<file path="src/rtl/coin_manager_pkg.sv">
// Shared types and constants for the coin manager and its BCD score counter.
package coin_pkg;

    typedef enum logic [1:0] {
        IDLE = 2'd0,
        SCAN = 2'd1,
        DONE = 2'd2
    } state_t;

    localparam logic [9:0] COIN_W_DEF   = 10'd16;
    localparam logic [9:0] COIN_H_DEF   = 10'd28;
    localparam logic [9:0] PLAYER_W_DEF = 10'd16;
    localparam logic [9:0] PLAYER_H_DEF = 10'd32;
    localparam logic [7:0] BCD_MAX      = 8'h99;

    // Next value of a 2-digit BCD count; holds once it reaches 99.
    function automatic logic [7:0] bcd_inc(input logic [7:0] value);
        if (value == BCD_MAX) begin
            return value;
        end else if (value[3:0] == 4'd9) begin
            return {value[7:4] + 4'd1, 4'd0};
        end else begin
            return {value[7:4], value[3:0] + 4'd1};
        end
    endfunction

endpackage

</file>
<file path="src/rtl/coin_manager_bcd_counter2.sv">
// Two-digit BCD counter for the coin total; saturates at 99.
module bcd_counter2
    import coin_pkg::*;
(
    input  logic       Clk,
    input  logic       Reset,
    input  logic       inc,
    output logic [7:0] count
);

    always_ff @(posedge Clk) begin
        if (Reset) begin
            count <= 8'h00;
        end else if (inc) begin
            count <= bcd_inc(count);
        end
    end

endmodule

</file>
<file path="src/rtl/coin_manager.sv">
// Tracks which level coins are still live and, once per frame, retires any
// live coin touching the player, one coin per Clk cycle.
module coin_manager
    import coin_pkg::*;
#(
    parameter int         NUM_COINS = 4,
    parameter logic [9:0] COIN_W    = COIN_W_DEF,
    parameter logic [9:0] COIN_H    = COIN_H_DEF,
    parameter logic [9:0] PLAYER_W  = PLAYER_W_DEF,
    parameter logic [9:0] PLAYER_H  = PLAYER_H_DEF
) (
    input  logic                    Clk,
    input  logic                    Reset,
    input  logic                    frame_clk,
    input  logic                    game_active,
    input  logic [9:0]              player_x,
    input  logic [9:0]              player_y,
    input  logic [NUM_COINS*10-1:0] coin_x,
    input  logic [NUM_COINS*10-1:0] coin_y,
    output logic [NUM_COINS-1:0]    coin_alive,
    output logic                    eat_pulse,
    output logic [3:0]              eat_idx,
    output logic [7:0]              coin_count,
    output logic                    busy,
    output logic                    overrun
);

    localparam logic [3:0] LAST_IDX = 4'(NUM_COINS - 1);

    state_t               state;
    logic [3:0]           idx;
    logic                 frame_clk_delayed;
    logic                 frame_edge;
    logic [9:0]           cx;
    logic [9:0]           cy;
    logic                 hit;
    logic [NUM_COINS-1:0] eat_vec;
    logic                 eat;

    always_comb begin
        cx = '0;
        cy = '0;
        for (int i = 0; i < NUM_COINS; i++) begin
            if (idx == 4'(i)) begin
                cx = coin_x[10*i +: 10];
                cy = coin_y[10*i +: 10];
            end
        end
    end

    // Widened to 11 bits so coins near the right/bottom world edge do not wrap.
    assign hit = ({1'b0, player_x} < ({1'b0, cx} + {1'b0, COIN_W}))
              && ({1'b0, cx} < ({1'b0, player_x} + {1'b0, PLAYER_W}))
              && ({1'b0, player_y} < ({1'b0, cy} + {1'b0, COIN_H}))
              && ({1'b0, cy} < ({1'b0, player_y} + {1'b0, PLAYER_H}));

    always_comb begin
        eat_vec = '0;
        for (int i = 0; i < NUM_COINS; i++) begin
            eat_vec[i] = coin_alive[i] & (idx == 4'(i)) & hit & (state == SCAN);
        end
    end

    assign eat = |eat_vec;

    always_ff @(posedge Clk) begin
        if (Reset) begin
            state             <= IDLE;
            idx               <= 4'd0;
            busy              <= 1'b0;
            overrun           <= 1'b0;
            frame_clk_delayed <= 1'b0;
            frame_edge        <= 1'b0;
            coin_alive        <= '1;
            eat_pulse         <= 1'b0;
            eat_idx           <= 4'd0;
        end else begin
            frame_clk_delayed <= frame_clk;
            frame_edge        <= frame_clk & ~frame_clk_delayed;
            eat_pulse         <= 1'b0;
            case (state)
                IDLE: begin
                    if (frame_edge && game_active) begin
                        state <= SCAN;
                        idx   <= 4'd0;
                        busy  <= 1'b1;
                    end
                end
                SCAN: begin
                    if (frame_edge) begin
                        overrun <= 1'b1;
                    end
                    if (eat) begin
                        coin_alive <= coin_alive & ~eat_vec;
                        eat_pulse  <= 1'b1;
                        eat_idx    <= idx;
                    end
                    // busy drops as we enter DONE so it reads low during the gap cycle.
                    if (idx == LAST_IDX) begin
                        state <= DONE;
                        busy  <= 1'b0;
                    end else begin
                        idx <= idx + 4'd1;
                    end
                end
                DONE: begin
                    if (frame_edge) begin
                        overrun <= 1'b1;
                    end
                    busy  <= 1'b0;
                    state <= IDLE;
                end
                default: begin
                    state <= IDLE;
                end
            endcase
        end
    end

    bcd_counter2 u_bcd_counter2 (
        .Clk   (Clk),
        .Reset (Reset),
        .inc   (eat),
        .count (coin_count)
    );

endmodule

</file>
<file path="config.mk">
export PLATFORM = sky130hd
export DESIGN_NAME = coin_manager
export DESIGN_NICKNAME = d
export VERILOG_FILES = /design/src/rtl/coin_manager_pkg.sv /design/src/rtl/coin_manager_bcd_counter2.sv /design/src/rtl/coin_manager.sv
export SDC_FILE = /design/constraint.sdc
export NUM_CORES = 1
export LEC_CHECK = 0
export ABC_CLOCK_PERIOD_IN_PS = 5260
export CAP_MARGIN = 30
export CORE_ASPECT_RATIO = 0.5
export CORE_MARGIN = 2
export CORE_UTILIZATION = 40
export CTS_BUF_LIST = sky130_fd_sc_hd__clkbuf_4 sky130_fd_sc_hd__clkbuf_8
export CTS_CLUSTER_DIAMETER = 30
export DETAILED_ROUTE_END_ITERATION = 8
export GPL_ROUTABILITY_DRIVEN = 0
export PLACE_DENSITY = 0.74
export SLEW_MARGIN = 25
export SYNTH_ARGS = -nofsm -noshare
export SYNTH_HDL_FRONTEND = slang
export SYNTH_SLANG_ARGS = --single-unit
</file>
<file path="constraint.sdc">
create_clock -name Clk -period 5.26 [get_ports Clk]
set_input_delay 1.315 -clock Clk [delete_from_list [all_inputs] [get_ports Clk]]
set_output_delay 1.315 -clock Clk [all_outputs]
set_load 0.005 [all_outputs]
</file>
==> results of run 1 <==
kinds of logic (layout without fill, tap and decap cells):
kind of cell             count (synthesis)  in the layout  synth area share
flip-flops                              27             27             0.168
multiplexers                             3              3           0.00970
AO/OA/AOI/OAI                          121            121             0.291
adder cells (fa/ha/maj)                 49             49             0.190
XOR/XNOR                                19             19            0.0516
AND/OR/NAND/NOR                        137            137             0.223
buffers and inverters                   52            174            0.0675
power by group:
part	internal, W	switching, W	leakage (nW)
clock	0.0000539	0.0000669	0.0217
sequential	0.000210	0.00000445	0.219
combinational	0.000205	0.000183	1.70
total	0.000468	0.000255	1.94
worst min-delay path by stage:
| stage | endpoint | start | depth (start not counted) |
|---|---|---|---|
| 2_1_floorplan | frame_edge$_SDFF_PP0_ | frame_clk_delayed$_SDFF_PP0_ | 1 |
| 3_3_place_gp | frame_edge$_SDFF_PP0_ | frame_clk_delayed$_SDFF_PP0_ | 1 |
| 3_5_place_dp | frame_edge$_SDFF_PP0_ | frame_clk_delayed$_SDFF_PP0_ | 1 |
| 4_1_cts | frame_edge$_SDFF_PP0_ | frame_clk_delayed$_SDFF_PP0_ | 1 |
| 5_1_grt | frame_edge$_SDFF_PP0_ | frame_clk_delayed$_SDFF_PP0_ | 1 |
| 6_report | frame_edge$_SDFF_PP0_ | frame_clk_delayed$_SDFF_PP0_ | 1 |
through the flow:
step / area (um2) / std cells
floorplan: 3230 / 408
global placement: 4620 / 638
detailed placement: 4620 / 638
CTS: 4670 / 642
global route: 4670 / 642
finish: 4670 / 642
critical path: stages:
cell,delay [ps]
clkdlybuf4s50_1,460
a221oi_1,80
o31ai_1,230
nand2_1,130
ha_1,230
a2111oi_0,460
xnor2_1,180
ha_1,260
a2111oi_0,390
a41o_1,270
a31oi_4,80
nor4b_4,370
buf_4,240
a21oi_2,70
a311oi_2,230
cell usage in the layout (no fill, tap or decap), types with 3 or more instances in the layout:
master,instances
ha_1,49
a22oi_1,6
clkdlybuf4s50_1,122
o21ai_0,19
xor2_1,10
xnor2_1,9
o31a_1,5
buf_4,14
nand3_1,20
inv_1,32
clkbuf_8,3
nand2b_1,6
nor3_1,5
nor2_1,31
and3_1,10
nand2_1,30
nand4_1,6
dfxtp_1,27
nor2b_1,9
a221o_1,10
a221oi_1,10
a21oi_1,22
a21o_1,10
o31ai_1,5
and2_1,5
a2111oi_0,3
or2_2,4
o21a_1,6
state kept, by name (all words and copies together) (netlist names):
| signal | cells |
|---|---|
| u_bcd_counter2.count | 8 |
| coin_alive | 4 |
| eat_idx | 4 |
| idx | 4 |
| state | 2 |
| busy | 1 |
| eat_pulse | 1 |
| frame_clk_delayed | 1 |
| frame_edge | 1 |
| overrun | 1 |
routing by layer:
layer,global-route usage,vias to the layer above
li1,-,1749
met1,0.304,1552
met2,0.347,93
met3,0.0230,9
met4,0.0346,0
met5,0,-
area by class of cell:
class	count	share of cell area
tap	112	0.0300
multi-input combinational	329	0.529
clock buffer	3	0.00885
sequential	27	0.116
clock inverter	1	0.00161
inverter	33	0.0265
timing repair buffer	137	0.288
==> results.py, run 1 <==
metrics = {
    "job": {
        "drv_cap": 0,
    },
    "drt": {
        "avgViaCountPerCell": 5.30,
        "vias": 3403,
        "wl_met3_um": 654,
        "drtPass1Iterations": 4,
        "wirelength_um": 9690,
        "drt_iter0_drc": 157,
        "antenna_left": 0,
        "wl_per_cell_um": 15.1,
        "routed.top_layer": "met4",
        "wl_met2_um": 4270,
        "wl_met1_um": 4670,
        "drcViolationCount": 0,
    },
    "sta": {
        "slew_viol_final": 0,
        "tns_ps": 0,
        "finalSetupViolations": 0,
        "fin_crit_sh": 0.913,
        "setup_ws_ps": 456,
        "rsz0062_at_grt": "no",
        "max_slew_margin": 0.368,
        "tightest_slew_ps": 949,
        "holdWs_ps": 385,
        "hold_viol": 0,
        "fin_crit_ps": 4800,
        "skew_ps": 7.11,
        "max_freq_ghz": 0.208,
    },
    "power_and_ir_drop": {
        "p_leak_nw": 1.94,
        "power_w": 0.000723,
        "pwr_density_cell_nw_per_um2": 155,
        "ir_drop_uv": 112,
    },
    "finish": {
        "antenna_cells": 0,
        "drive_gt1_frac": 0.0698,
        "area_growth_syn_to_layout_pct": 44.7,
        "nets": 684,
        "n_fill_cell": 722,
        "seqCellArea_um2": 541,
        "final_util": 0.590,
        "multi_input_area_um2": 2470,
    },
    "critical_path": {
        "cp-end-kind": "flip-flop",
        "timing.rr.start": "idx[1]$_SDFFE_PP0P_",
        "worstPathMaxFanout": 8,
        "crit_type": "primary input to flip-flop",
        "cp.required_ps": 5450,
        "cp-startpoint": "coin_y[13]",
        "start_kind": "primary input",
        "crit_path_end": "u_bcd_counter2.count[5]$_SDFFE_PP0P_",
        "reg2reg_to": "u_bcd_counter2.count[2]$_SDFFE_PP0P_",
        "regToRegSetupSlack_ps": 550,
        "cp.arrival_ps": 4990,
        "r2r_cells": 16,
    },
    "floorplan": {
        "design.core.area_um2": 7910,
        "io-pin-count": 123,
        "num_rows": 23,
        "die_h_um": 67.5,
        "start_util": 0.408,
        "die-area_um2": 8840,
        "die_width_um": 131,
    },
    "clock_network": {
        "cts_buffers": 3,
        "cts_hold_buffers": 0,
        "root_buffer": "clkbuf_8",
        "cts_setup_buffers": 0,
        "clk_pin_slew_worst_paths_ps": 100,
        "cts-resized-gates": 0,
        "h-tree-depth": 1,
        "clock_sinks": 27,
        "max-clock-path-buffers": 2,
        "worstSkewPairLatency_ps": 280,
        "cts_tree": "done",
    },
    "yosys": {
        "yosysMostFrequentCell": "ha_1",
        "synth_top_area_share": 0.190,
        "synthTopCellsByCount": "ha_1, inv_1, nor2_1",
        "synth_top_cell_by_area": "ha_1",
        "synthCells": 408,
        "synth_edf_count": 0,
        "ys_ff_latch": 27,
        "syn_avg_cell_area_um2": 7.91,
        "synthArstFlopShare": 0,
        "syn_nets": 561,
        "ys_warn_count": 0,
        "ys.flop_type": "dfxtp_1",
        "synth_area_um2": 3230,
        "yosysSeqAreaShare": 0.168,
        "synth_area_leaders": "ha_1, dfxtp_1, inv_1",
        "synth_cell_types": 63,
    },
    "grt": {
        "grt.overflow.total": 0,
        "grt_start_max_net_pins": 27,
        "grt_pass1_wl_um": 15000,
        "gr-usage-all-layers": 0.211,
        "first_global_vias": 3150,
        "antenna_found_initial": 0,
    },
    "placed_design": {
        "hpwl_um": 7780,
        "port_buffers": 122,
        "place_ws_ps": 151,
    },
    "status": {
        "run_status": "complete, no violations",
    },
    "min_path": {
        "hold_path.class": "flip-flop to flip-flop",
    },
}
Power figures use the tool's default switching activity.
==> inputs of run 2 (changes only) <==
--- a/config.mk
+++ b/config.mk
@@ -7,7 +7,7 @@
 export LEC_CHECK = 0
 export ABC_CLOCK_PERIOD_IN_PS = 5260
 export CAP_MARGIN = 30
-export CORE_ASPECT_RATIO = 0.5
+export CORE_ASPECT_RATIO = 1.2
 export CORE_MARGIN = 2
 export CORE_UTILIZATION = 40
 export CTS_BUF_LIST = sky130_fd_sc_hd__clkbuf_4 sky130_fd_sc_hd__clkbuf_8
==> results.py, run 2 (same netlist as run 1, synthesis figures left out) <==
metrics = {
    "critical_path": {
        "critical-path-max-stage-delay_ps": 500,
        "cp.required_ps": 5450,
        "cp.arrival_ps": 5140,
        "r2r_cells": 20,
        "start_kind": "primary input",
        "worstPathCellList": "clkdlybuf4s50_1 -> a221oi_1 -> o31ai_1 -> nand2_1 -> ha_1 -> a2111oi_0 -> xnor2_1 -> ha_1 -> a2111oi_0 -> a41o_1 -> a31oi_4 -> nor4b_4 -> buf_4 -> a21oi_2 -> a311oi_2",
        "regToRegSetupSlack_ps": 330,
        "cp_slowest_cell": "a2111oi_0",
        "worstPathMaxFanout": 7,
        "crit_type": "primary input to flip-flop",
        "reg2reg_to": "u_bcd_counter2.count[2]$_SDFFE_PP0P_",
        "timing.rr.start": "idx[1]$_SDFFE_PP0P_",
        "cp-end-kind": "flip-flop",
    },
    "drt": {
        "avgViaCountPerCell": 5.60,
        "wirelength_um": 10200,
        "antenna_left": 0,
        "vias": 3475,
        "drcViolationCount": 0,
        "drtPass1Iterations": 4,
        "drt_iter0_drc": 103,
        "wl_met1_um": 4510,
        "routed.top_layer": "met4",
        "wl_met3_um": 612,
        "wl_met2_um": 4920,
        "wl_per_cell_um": 16.4,
    },
    "placed_design": {
        "hpwl_um": 8270,
        "port_buffers": 122,
        "dp.cells": 615,
    },
    "job": {
        "drv_cap": 0,
    },
    "finish": {
        "top_register": "u_bcd_counter2.count",
        "antenna_cells": 0,
        "layout_commonest_cell": "clkdlybuf4s50_1",
        "n_fill_cell": 708,
        "largest_reg_flops": 8,
        "mostFrequentLayoutCells": "clkdlybuf4s50_1, ha_1, inv_1, nor2_1, nand2_1",
        "drive_gt1_frac": 0.0663,
        "area_growth_syn_to_layout_pct": 43.3,
        "instances_no_fill": 620,
        "nets": 682,
    },
    "grt": {
        "gr-usage-all-layers": 0.221,
        "antenna_found_initial": 0,
        "first_global_vias": 3302,
        "grt.overflow.total": 0,
        "grt_pass1_wl_um": 15900,
        "grt_start_max_net_pins": 28,
    },
    "sta": {
        "max_freq_ghz": 0.202,
        "skew_ps": 2.52,
        "slew_viol_final": 0,
        "rsz0062_at_grt": "no",
        "finalSetupViolations": 0,
        "max_slew_margin": 0.610,
        "fin_crit_sh": 0.942,
        "tns_ps": 0,
        "tightest_slew_ps": 570,
        "fin_crit_ps": 4950,
        "hold_viol": 0,
    },
    "clock_network": {
        "clk_pin_slew_worst_paths_ps": 100,
        "cts_tree": "done",
        "cts_buffers": 3,
        "cts_hold_buffers": 0,
        "clock_sinks": 27,
        "cts-resized-gates": 0,
        "cts_setup_buffers": 0,
        "root_buffer": "clkbuf_8",
        "h-tree-depth": 1,
        "max-clock-path-buffers": 2,
        "worstSkewPairLatency_ps": 270,
    },
    "floorplan": {
        "design.core.area_um2": 7750,
        "num_rows": 35,
        "die_h_um": 102,
        "io-pin-count": 123,
        "start_util": 0.416,
        "die_width_um": 86.0,
        "die-area_um2": 8800,
    },
    "min_path": {
        "hp-start": "frame_clk_delayed$_SDFF_PP0_",
        "hold_path.class": "flip-flop to flip-flop",
        "hold_end": "frame_edge$_SDFF_PP0_",
        "hold_depth": 1,
    },
    "power_and_ir_drop": {
        "p_leak_nw": 1.93,
        "ir_drop_uv": 184,
        "pwr_density_cell_nw_per_um2": 156,
    },
    "status": {
        "run_status": "complete, no violations",
    },
}
==> run 2: cell count changes in the layout (fill, tap and decap cells not counted), sizes merged <==
cell,change
clkinvlp,-1
buf,-2
inv,+1
==> run 2: routing by layer <==
layer | vias up | global-route usage
met5 | - | 0
met4 | 0 | 0.0488
met1 | 1619 | 0.291
met3 | 6 | 0.0234
li1 | 1745 | -
met2 | 105 | 0.391
==> run 2: area by class of cell <==
class / count / area (um2) / area share
clock buffers: 3 / 41.3 / 0.00893
clock inverters: 1 / 8.76 / 0.00189
inverters: 33 / 124 / 0.0268
multi-input cells: 329 / 2470 / 0.534
flip-flops and latches: 27 / 541 / 0.117
well taps: 92 / 115 / 0.0249
repair buffers: 135 / 1330 / 0.287
==> run 2: worst max path at each step <==
| stage | startpoint | endpoint | slack, ps | cells past startpoint |
|---|---|---|---|---|
| after floorplan | coin_y[13] | u_bcd_counter2.count[2]$_SDFFE_PP0P_ | 850 | 14 |
| after global placement | coin_y[12] | u_bcd_counter2.count[5]$_SDFFE_PP0P_ | 130 | 15 |
| after detailed placement | coin_y[2] | u_bcd_counter2.count[5]$_SDFFE_PP0P_ | 30 | 15 |
| after CTS | coin_y[12] | u_bcd_counter2.count[5]$_SDFFE_PP0P_ | 290 | 15 |
| after global routing | idx[1]$_SDFFE_PP0P_ | u_bcd_counter2.count[2]$_SDFFE_PP0P_ | 70 | 20 |
| final | coin_y[12] | u_bcd_counter2.count[5]$_SDFFE_PP0P_ | 310 | 15 |
==> run 2: power by group <==
group	total, W	internal [W]	switching [W]	leakage [nW]
registers	0.000215	0.000210	0.00000467	0.219
clock network	0.000122	0.0000555	0.0000665	0.0261
logic	0.000386	0.000202	0.000184	1.68
total	0.000722	0.000467	0.000255	1.93
==> run 2: worst max-delay path, delay by kind of cell <==
kind,cells,cell delay [ps]
fa+ha+maj,2,510
buf+inv,2,670
compound gates,8,1950
simple gates,2,500
xor+xnor,1,180
==> run 2: metrics by stage <==
stage | total power (W) | setup slack (ps) | util | hold WS (ps) | instance area (um2)
CTS | 0.000724 | 293 | 0.595 | 404 | 4610
floorplan | 0.000452 | 849 | - | 367 | 3230
detailed placement | 0.000600 | 26.2 | 0.588 | 389 | 4560
global placement | 0.000591 | 129 | 0.588 | 372 | 4560
global route | 0.000776 | 72.0 | 0.596 | 407 | 4620
finish | 0.000722 | 307 | 0.596 | 401 | 4620
